==> config.mk <==
export PLATFORM = sky130hd
export DESIGN_NAME = scaler_window_ctrl
export DESIGN_NICKNAME = d
export VERILOG_FILES = /design/src/rtl/scaler_window_ctrl_pkg.sv /design/src/rtl/scaler_window_ctrl_gate_gen.sv /design/src/rtl/scaler_window_ctrl.sv
export SDC_FILE = /design/constraint.sdc
export NUM_CORES = 1
export LEC_CHECK = 0
export CAP_MARGIN = 15
export CORE_MARGIN = 2
export CORE_UTILIZATION = 41
export CTS_BUF_LIST = sky130_fd_sc_hd__clkbuf_4 sky130_fd_sc_hd__clkbuf_8
export CTS_CLUSTER_DIAMETER = 100
export DETAILED_ROUTE_END_ITERATION = 10
export PLACE_DENSITY = 0.61
export SYNTH_ARGS = -nofsm -noshare
export SYNTH_HDL_FRONTEND = slang
export SYNTH_SLANG_ARGS = --single-unit
==> constraint.sdc <==
create_clock -name CLK120 -period 5 [get_ports CLK120]
set_clock_uncertainty 0.05 [all_clocks]
set_input_delay 1.5 -clock CLK120 [delete_from_list [all_inputs] [get_ports CLK120]]
set_output_delay 1.5 -clock CLK120 [all_outputs]
set_load 0.03 [all_outputs]
==> src/rtl/scaler_window_ctrl_pkg.sv <==
// Shared types and constants for the scaler window controller.
// State encoding is visible on the STATE debug port, so the values are fixed.
package scaler_window_ctrl_pkg;

  typedef enum logic [1:0] {
    ST_IDLE = 2'd0,
    ST_ARM  = 2'd1,
    ST_RUN  = 2'd2
  } state_t;

  // 1.2 s of CLK120 without a PPS rising edge.
  localparam int unsigned PPS_TIMEOUT_DEF = 144000000;

  function automatic logic [31:0] sat_inc32(input logic [31:0] v);
    return (v == 32'hFFFF_FFFF) ? v : v + 32'd1;
  endfunction

endpackage

==> src/rtl/scaler_window_ctrl_gate_gen.sv <==
// Window boundary generator: PPS rising-edge detect, internal period counter
// and PPS watchdog. Counters sit at zero while the controller is idle.
module scaler_gate_gen #(
  parameter int          PERIOD_W    = 28,
  parameter int unsigned PPS_TIMEOUT = 144000000
) (
  input  logic                i_clk,
  input  logic                i_rstn,
  input  logic                i_active,
  input  logic                i_gate_sel,
  input  logic [PERIOD_W-1:0] i_period,
  input  logic                i_pps,
  output logic                o_gate_edge,
  output logic                o_timeout
);

  localparam logic [PERIOD_W-1:0] PER_ONE = {{(PERIOD_W-1){1'b0}}, 1'b1};
  localparam logic [31:0]         TO_LAST = 32'(PPS_TIMEOUT - 1);

  logic                r_pps_d;
  logic [PERIOD_W-1:0] r_per_cnt;
  logic [31:0]         r_to_cnt;
  logic                w_pps_rise;
  logic                w_period_hit;
  logic                w_gate_edge;

  assign w_pps_rise   = i_pps & ~r_pps_d;
  // PERIOD=0 never matches, so that window stays open indefinitely.
  assign w_period_hit = (i_period != '0) && (r_per_cnt == (i_period - PER_ONE));
  assign w_gate_edge  = i_active & (i_gate_sel ? w_period_hit : w_pps_rise);

  assign o_gate_edge = w_gate_edge;
  // r_to_cnt holds the cycles elapsed since the last edge or since ARM entry.
  assign o_timeout   = i_active & ~i_gate_sel & ~w_gate_edge & (r_to_cnt == TO_LAST);

  always_ff @(posedge i_clk) begin
    if (!i_rstn) begin
      r_pps_d   <= 1'b0;
      r_per_cnt <= '0;
      r_to_cnt  <= '0;
    end else begin
      r_pps_d <= i_pps;
      if (!i_active) begin
        r_per_cnt <= '0;
        r_to_cnt  <= '0;
      end else begin
        r_per_cnt <= w_period_hit ? '0 : r_per_cnt + PER_ONE;
        r_to_cnt  <= w_gate_edge ? 32'd1
                   : (r_to_cnt == 32'hFFFF_FFFF) ? r_to_cnt : r_to_cnt + 32'd1;
      end
    end
  end

endmodule

==> src/rtl/scaler_window_ctrl.sv <==
// Scaler window sequencer: snapshots a free-running scaler count at each
// window boundary and presents the per-window delta with a valid/ack handshake.
module scaler_window_ctrl
  import scaler_window_ctrl_pkg::*;
#(
  parameter int          CNT_W       = 32,
  parameter int          PERIOD_W    = 28,
  parameter int          SEQ_W       = 16,
  parameter int unsigned PPS_TIMEOUT = PPS_TIMEOUT_DEF
) (
  input  logic                CLK120,
  input  logic                RESETN,
  input  logic                ENABLE,
  input  logic                GATE_SEL,
  input  logic [PERIOD_W-1:0] PERIOD,
  input  logic                PPS,
  input  logic [CNT_W-1:0]    SCALER_COUNT,
  output logic                SCALER_CLEAR,
  output logic [CNT_W-1:0]    RESULT_COUNT,
  output logic [31:0]         RESULT_CYCLES,
  output logic [SEQ_W-1:0]    RESULT_SEQ,
  output logic                RESULT_VALID,
  input  logic                RESULT_ACK,
  output logic                OVERRUN,
  output logic                PPS_MISSING,
  output logic [1:0]          STATE
);

  localparam logic [SEQ_W-1:0] SEQ_ONE = {{(SEQ_W-1){1'b0}}, 1'b1};

  // Handshake: RESULT_VALID rises the cycle after a window closes and holds
  // until a cycle with RESULT_ACK=1 and no new result; a new result arriving
  // while VALID=1 without ACK overwrites it and sets OVERRUN.
  state_t              r_state;
  state_t              w_next_state;
  logic                r_gate_sel;
  logic [PERIOD_W-1:0] r_period;
  logic [CNT_W-1:0]    r_base;
  logic [31:0]         r_cyc;
  logic [CNT_W-1:0]    r_res_count;
  logic [31:0]         r_res_cycles;
  logic [SEQ_W-1:0]    r_seq;
  logic                r_valid;
  logic                r_overrun;
  logic                r_pps_missing;
  logic                r_scaler_clear;

  logic w_active;
  logic w_gate_edge;
  logic w_timeout;
  logic w_start;
  logic w_rebase;
  logic w_new_result;

  assign w_active = (r_state != ST_IDLE);

  scaler_gate_gen #(
    .PERIOD_W   (PERIOD_W),
    .PPS_TIMEOUT(PPS_TIMEOUT)
  ) u_gate_gen (
    .i_clk      (CLK120),
    .i_rstn     (RESETN),
    .i_active   (w_active),
    .i_gate_sel (r_gate_sel),
    .i_period   (r_period),
    .i_pps      (PPS),
    .o_gate_edge(w_gate_edge),
    .o_timeout  (w_timeout)
  );

  always_ff @(posedge CLK120) begin
    if (!RESETN) r_state <= ST_IDLE;
    else         r_state <= w_next_state;
  end

  // Dropping ENABLE wins over a coincident gate edge: no partial window result.
  always_comb begin
    w_next_state = r_state;
    case (r_state)
      ST_IDLE: if (ENABLE) w_next_state = ST_ARM;
      ST_ARM: begin
        if (!ENABLE)          w_next_state = ST_IDLE;
        else if (w_gate_edge) w_next_state = ST_RUN;
      end
      ST_RUN:  if (!ENABLE) w_next_state = ST_IDLE;
      default: w_next_state = ST_IDLE;
    endcase
  end

  always_comb begin
    w_start      = 1'b0;
    w_rebase     = 1'b0;
    w_new_result = 1'b0;
    case (r_state)
      ST_IDLE: w_start      = ENABLE;
      ST_ARM:  w_rebase     = ENABLE & w_gate_edge;
      ST_RUN: begin
        w_rebase     = ENABLE & w_gate_edge;
        w_new_result = ENABLE & w_gate_edge;
      end
      default: ;
    endcase
  end

  always_ff @(posedge CLK120) begin
    if (!RESETN) begin
      r_gate_sel     <= 1'b0;
      r_period       <= '0;
      r_base         <= '0;
      r_cyc          <= '0;
      r_res_count    <= '0;
      r_res_cycles   <= '0;
      r_seq          <= '0;
      r_valid        <= 1'b0;
      r_overrun      <= 1'b0;
      r_pps_missing  <= 1'b0;
      r_scaler_clear <= 1'b0;
    end else begin
      r_scaler_clear <= w_start;
      if (w_start) begin
        r_gate_sel    <= GATE_SEL;
        r_period      <= PERIOD;
        r_overrun     <= 1'b0;
        r_pps_missing <= 1'b0;
      end
      if (w_rebase) begin
        r_base <= SCALER_COUNT;
        r_cyc  <= 32'd1;
      end else if (r_state == ST_RUN) begin
        r_cyc <= sat_inc32(r_cyc);
      end
      // Modular subtraction makes scaler wrap-around transparent.
      if (w_new_result) begin
        r_res_count  <= SCALER_COUNT - r_base;
        r_res_cycles <= r_cyc;
        r_seq        <= r_seq + SEQ_ONE;
        r_valid      <= 1'b1;
        if (r_valid && !RESULT_ACK) r_overrun <= 1'b1;
      end else if (RESULT_ACK && r_valid) begin
        r_valid <= 1'b0;
      end
      if (w_timeout && ENABLE) r_pps_missing <= 1'b1;
    end
  end

  assign SCALER_CLEAR  = r_scaler_clear;
  assign RESULT_COUNT  = r_res_count;
  assign RESULT_CYCLES = r_res_cycles;
  assign RESULT_SEQ    = r_seq;
  assign RESULT_VALID  = r_valid;
  assign OVERRUN       = r_overrun;
  assign PPS_MISSING   = r_pps_missing;
  assign STATE         = r_state;

endmodule

-- Word-level counts from Yosys, hierarchy flattened
Index checks and enable logic that the tools add are counted.
- word-level logic and storage cells: 86
- register bits after elaboration: 240
- input port bits: 66
- reduce and logical (&&, ||, !) cells: 19
- bitwise logic cells: 12
- equal/unequal tests: 11
- muxes and demuxes: 21
- add/subtract/negate cells: 6
- operators with widths (kind ; number):
    $add A32 B1 Y32 const B ; 2
    $eq A32 B32 Y1 const B ; 2
    $eq A32 B28 Y1 const B ; 1
    $sub A32 B32 Y32 ; 1
    $add A28 B1 Y28 const B ; 1
    $eq A28 B28 Y1 ; 1
    $reduce_bool A28 Y1 ; 1
    $sub A28 B1 Y28 const B ; 1
    $add A16 B1 Y16 const B ; 1
    $mux W1 ; 16
    $mux W2 ; 4
    $reduce_bool A2 Y1 ; 4
    $and A1 B1 Y1 ; 6
    $ne A2 B2 Y1 const B ; 3
    $not A1 Y1 ; 6
    $pmux W2 S3 ; 1
    $reduce_and A2 Y1 ; 3
    $reduce_or A3 Y1 ; 2
    $logic_and A1 B1 Y1 ; 4
    $reduce_or A2 Y1 ; 2
    $ne A3 B2 Y1 const B ; 1
    $reduce_and A3 Y1 ; 1
    $eq A2 B1 Y1 const B ; 1
    $eq A2 B2 Y1 const B ; 1
    other kinds (3) ; 3

-- Longest topological paths before layout
- word-level depth: 10
- depth in mapped cells: 16
- gate-level depth less buffers: 14

-- Modules after synthesis
From an unflattened synthesis, not the netlist that was laid out.
- cell total of the unflattened synthesis: 1585
- area total of the unflattened synthesis: 12404.4 µm²
- modules (own cells, without submodules) (module ; sequential area each (µm²) ; cells each ; area each (µm²) ; instances):
    scaler_window_ctrl ; 3583.4 ; 1104 ; 8540.7 ; 1
    scaler_gate_gen ; 1221.2 ; 481 ; 3863.7 ; 1

-- Least setup slack after synthesis
No wires, ideal clock.
- kind: input to register
- start: input port SCALER_COUNT[2]
- end: register r_res_count[28], in the netlist RESULT_COUNT[28]
- data arrival time: 3.978 ns
- slack: 0.857 ns
- cell stages on the path: 12
- cells stage by stage: ha_1 -> nor2b_1 -> o31ai_1 -> a21oi_1 -> a211oi_1 -> o21ai_0 -> o22a_1 -> a21o_1 -> a21oi_1 -> xor2_1 -> o21ai_0 -> and2_1
- cells in the longest elaborated chain, start to end: 1
- ends and longest elaborated chain (item ; RTL line ; source):
    start: declaration ; scaler_window_ctrl.sv:17 ; input logic [CNT_W-1:0] SCALER_COUNT,
    $sub A32 B32 Y32 ; scaler_window_ctrl.sv:134 ; r_res_count <= SCALER_COUNT - r_base;
    end signal: assignment ; scaler_window_ctrl.sv:134 ;
    end: declaration ; scaler_window_ctrl.sv:40 ; logic [CNT_W-1:0] r_res_count;
No other way between the ends.
A chain may end at the register's enable or synchronous reset.

-- Worst setup path in the final report
- start: register r_period[0]
- end: register r_seq[12], in the netlist RESULT_SEQ[12]
- cells in the longest elaborated chain, start to end: 7
- ends and longest elaborated chain (item ; RTL line ; source):
    start: declaration ; scaler_window_ctrl.sv:37 ; logic [PERIOD_W-1:0] r_period;
    start signal: assignment ; scaler_window_ctrl.sv:108 ; r_period <= '0;
    start signal: assignment ; scaler_window_ctrl.sv:122 ; r_period <= PERIOD;
    $sub A28 B1 Y28 ; scaler_window_ctrl_gate_gen.sv:29 ; assign w_period_hit = (i_period != '0) && (r_per_cnt == (i_period - PER_ONE));
    $eq A28 B28 Y1 ; scaler_window_ctrl_gate_gen.sv:29 ;
    $logic_and A1 B1 Y1 (*) ; scaler_window_ctrl_gate_gen.sv:29 ;
    $mux W1 (*) ; scaler_window_ctrl_gate_gen.sv:30 ; assign w_gate_edge = i_active & (i_gate_sel ? w_period_hit : w_pps_rise);
    $and A1 B1 Y1 (*) ; scaler_window_ctrl_gate_gen.sv:30 ;
    $and A1 B1 Y1 (*) ; scaler_window_ctrl.sv:99 ; w_new_result = ENABLE & w_gate_edge;
    $mux W1 (*) ; scaler_window_ctrl.sv:94 ; case (r_state)
    end signal: assignment ; scaler_window_ctrl.sv:136 ; r_seq <= r_seq + SEQ_ONE;
    end: declaration ; scaler_window_ctrl.sv:42 ; logic [SEQ_W-1:0] r_seq;
Mark *: on every way between the ends. The rest lies on a longest branch, timed or not.

==> flow_summary.yaml <==
outcome:
  status: "completed"
clock_tree:
  htreeDepth: 2
  clk_latency_ps: 550
  clk_pin_slew_ps: 60
  cts_tree: "done"
  cts_buffer_depth: 3
  ctsHoldBuffers: 0
  cts_setup_buffers: 0
  cts_buffers: 43
  cts.root.buffer_cell: "clkbuf_8"
  cts.sinks: 240
  cts_resized: 0
worst_setup_path:
  cp.required_ps: 5370
  critPathMaxFanout: 26
  cp.arrival_ps: 4810
  path_class: "reg -> reg"
  crit_path_start_kind: "register"
  cp-end-kind: "register"
die:
  dieHeight_um: 178
  num_rows: 63
  num_io_pins: 152
  core_area_um2: 29600
  start_util: 0.416
  die_width_um: 178
  die-area_um2: 31500
yosys:
  synthArstFlopShare: 0
  yosysMostFrequentCell: "dfxtp_1"
  syn_avg_cell_area_um2: 8.33
  synth_warnings: 0
  syn_area_um2: 12300
  synth_cell_types: 70
  synth_top_area_frac: 0.389
  synth_common_cells: "240 x dfxtp_1, 219 x nand2_1, 137 x nor2_1"
  ys.flop_type: "dfxtp_1"
  synth-edff-count: 0
  ys_top_cells_by_area: "dfxtp_1 39%, nand2_1 6.7%, xor2_1 6.5%"
  synth_cells: 1482
  ys_seq_area_frac: 0.389
  ys_seq_elements: 240
  syn_nets: 1589
  yosys.area.top_type: "dfxtp_1"
cells_and_area:
  utilization: 0.509
  drive_gt1_frac: 0.0627
  final_area_um2: 15100
  area_growth_pct: 22.2
  finalNetCount: 1741
global_route:
  grt_start_max_net_pins: 105
  antenna_found_initial: 1
  grt.overflow.total: 0
  grt_usage: 0.189
  first_global_vias: 9896
  grt_pass1_wl_um: 48700
sta:
  slew_headroom: 0.278
  worstMarginPinSlew_ps: 1080
  rsz0062_at_grt: "no"
  fmax_ghz: 0.225
  hold_viol_final: 0
  setup_viol: 0
  timing.final.crit_share: 0.888
  final-max-slew-violation-count: 0
  tns_ps: 0
  hold_slack_ps: 410
  period_minus_slack_ps: 4440
drt:
  top_layer_used: "met4"
  wl_per_cell_um: 14.6
  firstDrtPassIters: 7
  met2_length_um: 13600
  met1_length_um: 13700
  drc_errors: 0
  drtIter0Drc: 454
  viasPerCell: 5.02
  wl_um: 30000
  dr_wl_met3_um: 2040
  vias: 10299
  final_antenna_net_count: 0
power:
  p_leak_nw: 5.31
  power.density_nw_per_um2: 282
  ir_worst_vdd_mv: 0.174
  finalPower_mw: 4.26
placement:
  hpwl_um: 21100
  gp_congestion: 0.865
  placed_area_um2: 14200
  port_buffers: 151
min_path:
  hold_class: "reg -> reg"
flow_run:
  cap_viol_max_count: 0
-- critical path, stage by stage, from the launching register on --
cell      delay [ps]
dfxtp_1          380
inv_1            110
ha_1             270
nor4b_1          590
nand3_1          200
or4_1            530
a211oi_1         250
nor3_1           130
or4b_1           530
o21ai_2          220
nand3_4          220
buf_4            300
nor4_1           310
xnor2_1           90
and2_1           150
-- report_power, final --
part           internal, mW  switching, mW  total (mW)
clock                  1.02          0.793        1.81
sequential             1.94         0.0318        1.97
combinational         0.222          0.259       0.481
total                  3.18           1.08        4.26
-- path summary, 6_finish.rpt --
check                                start                             to  slack [ps]  cells past startpoint
max               r_period[0]$_SDFFE_PN0P_    RESULT_SEQ[12]$_SDFFE_PN0P_         560                     14
min          RESULT_CYCLES[1]$_SDFFE_PN0P_  RESULT_CYCLES[1]$_SDFFE_PN0P_         410                      2
max reg2reg       r_period[0]$_SDFFE_PN0P_    RESULT_SEQ[12]$_SDFFE_PN0P_         560                     14
min reg2reg  RESULT_CYCLES[1]$_SDFFE_PN0P_  RESULT_CYCLES[1]$_SDFFE_PN0P_         410                      2
-- sequential cells by signal, indices dropped and copies added, names as in the netlist --
name	flops
RESULT_COUNT	32
RESULT_CYCLES	32
r_base	32
r_cyc	32
u_gate_gen.r_to_cnt	32
r_period	28
u_gate_gen.r_per_cnt	28
RESULT_SEQ	16
STATE	2
OVERRUN	1
PPS_MISSING	1
RESULT_VALID	1
SCALER_CLEAR	1
r_gate_sel	1
u_gate_gen.r_pps_d	1
-- logic make-up (layout without fill, tap and decap cells) --
group / after synthesis / count (layout) / share of synthesized area
AND/OR/NAND/NOR: 658 / 658 / 0.261
flip-flops: 240 / 240 / 0.389
AO/OA/AOI/OAI: 227 / 227 / 0.124
XOR/XNOR: 158 / 158 / 0.112
buffers and inverters: 119 / 295 / 0.0403
adder cells (fa/ha/maj): 41 / 41 / 0.0422
multiplexers: 39 / 39 / 0.0316
other: 0 / 2 / 0
-- area by class of cell --
class | count | area [um^2]
Antenna cell | 2 | 5.00
Clock buffer | 65 | 807
Clock inverter | 4 | 26.3
Fill cell | 2868 | 14600
Inverter | 56 | 210
Multi-Input combinational cell | 1123 | 7060
Sequential cell | 240 | 4800
Tap cell | 390 | 488
Timing Repair Buffer | 170 | 1690
-- layout by cell type (no fill, tap or decap), types with 5 or more instances in the layout --
cell type	synthesis	final
nand3b_1	7	7
buf_4	3	17
nor2b_1	50	50
o21a_1	6	6
and2_1	36	36
nor2_1	137	137
nand4_1	26	26
clkbuf_4	0	14
mux2i_1	39	39
and3_1	22	22
ha_1	40	40
a211oi_1	7	7
a21o_1	11	11
inv_1	55	55
nor3_1	30	30
o211ai_1	5	5
nand2_1	219	219
nand2b_1	11	11
dfxtp_1	240	240
xnor2_1	67	67
or4_1	7	7
a21oi_1	37	37
nor4_1	19	19
clkdlybuf4s50_1	0	150
a21boi_0	66	66
nand3_1	52	52
or3_1	9	9
xor2_1	91	91
o21ai_0	51	50
and4_1	10	10
clkbuf_8	0	51
-- metrics by stage --
stage	setup slack, ps	std cells
final	560	2050
after global routing	193	2048
after CTS	560	2048
after detailed placement	142	1979
after global placement	134	1979
after floorplan	857	1482
-- per-layer routing --
layer	GRT usage	up-vias
met1	0.237	4709
met4	0.0598	0
met5	0	-
li1	-	5348
met3	0.0563	54
met2	0.310	188
Power figures use the tool's default switching activity.
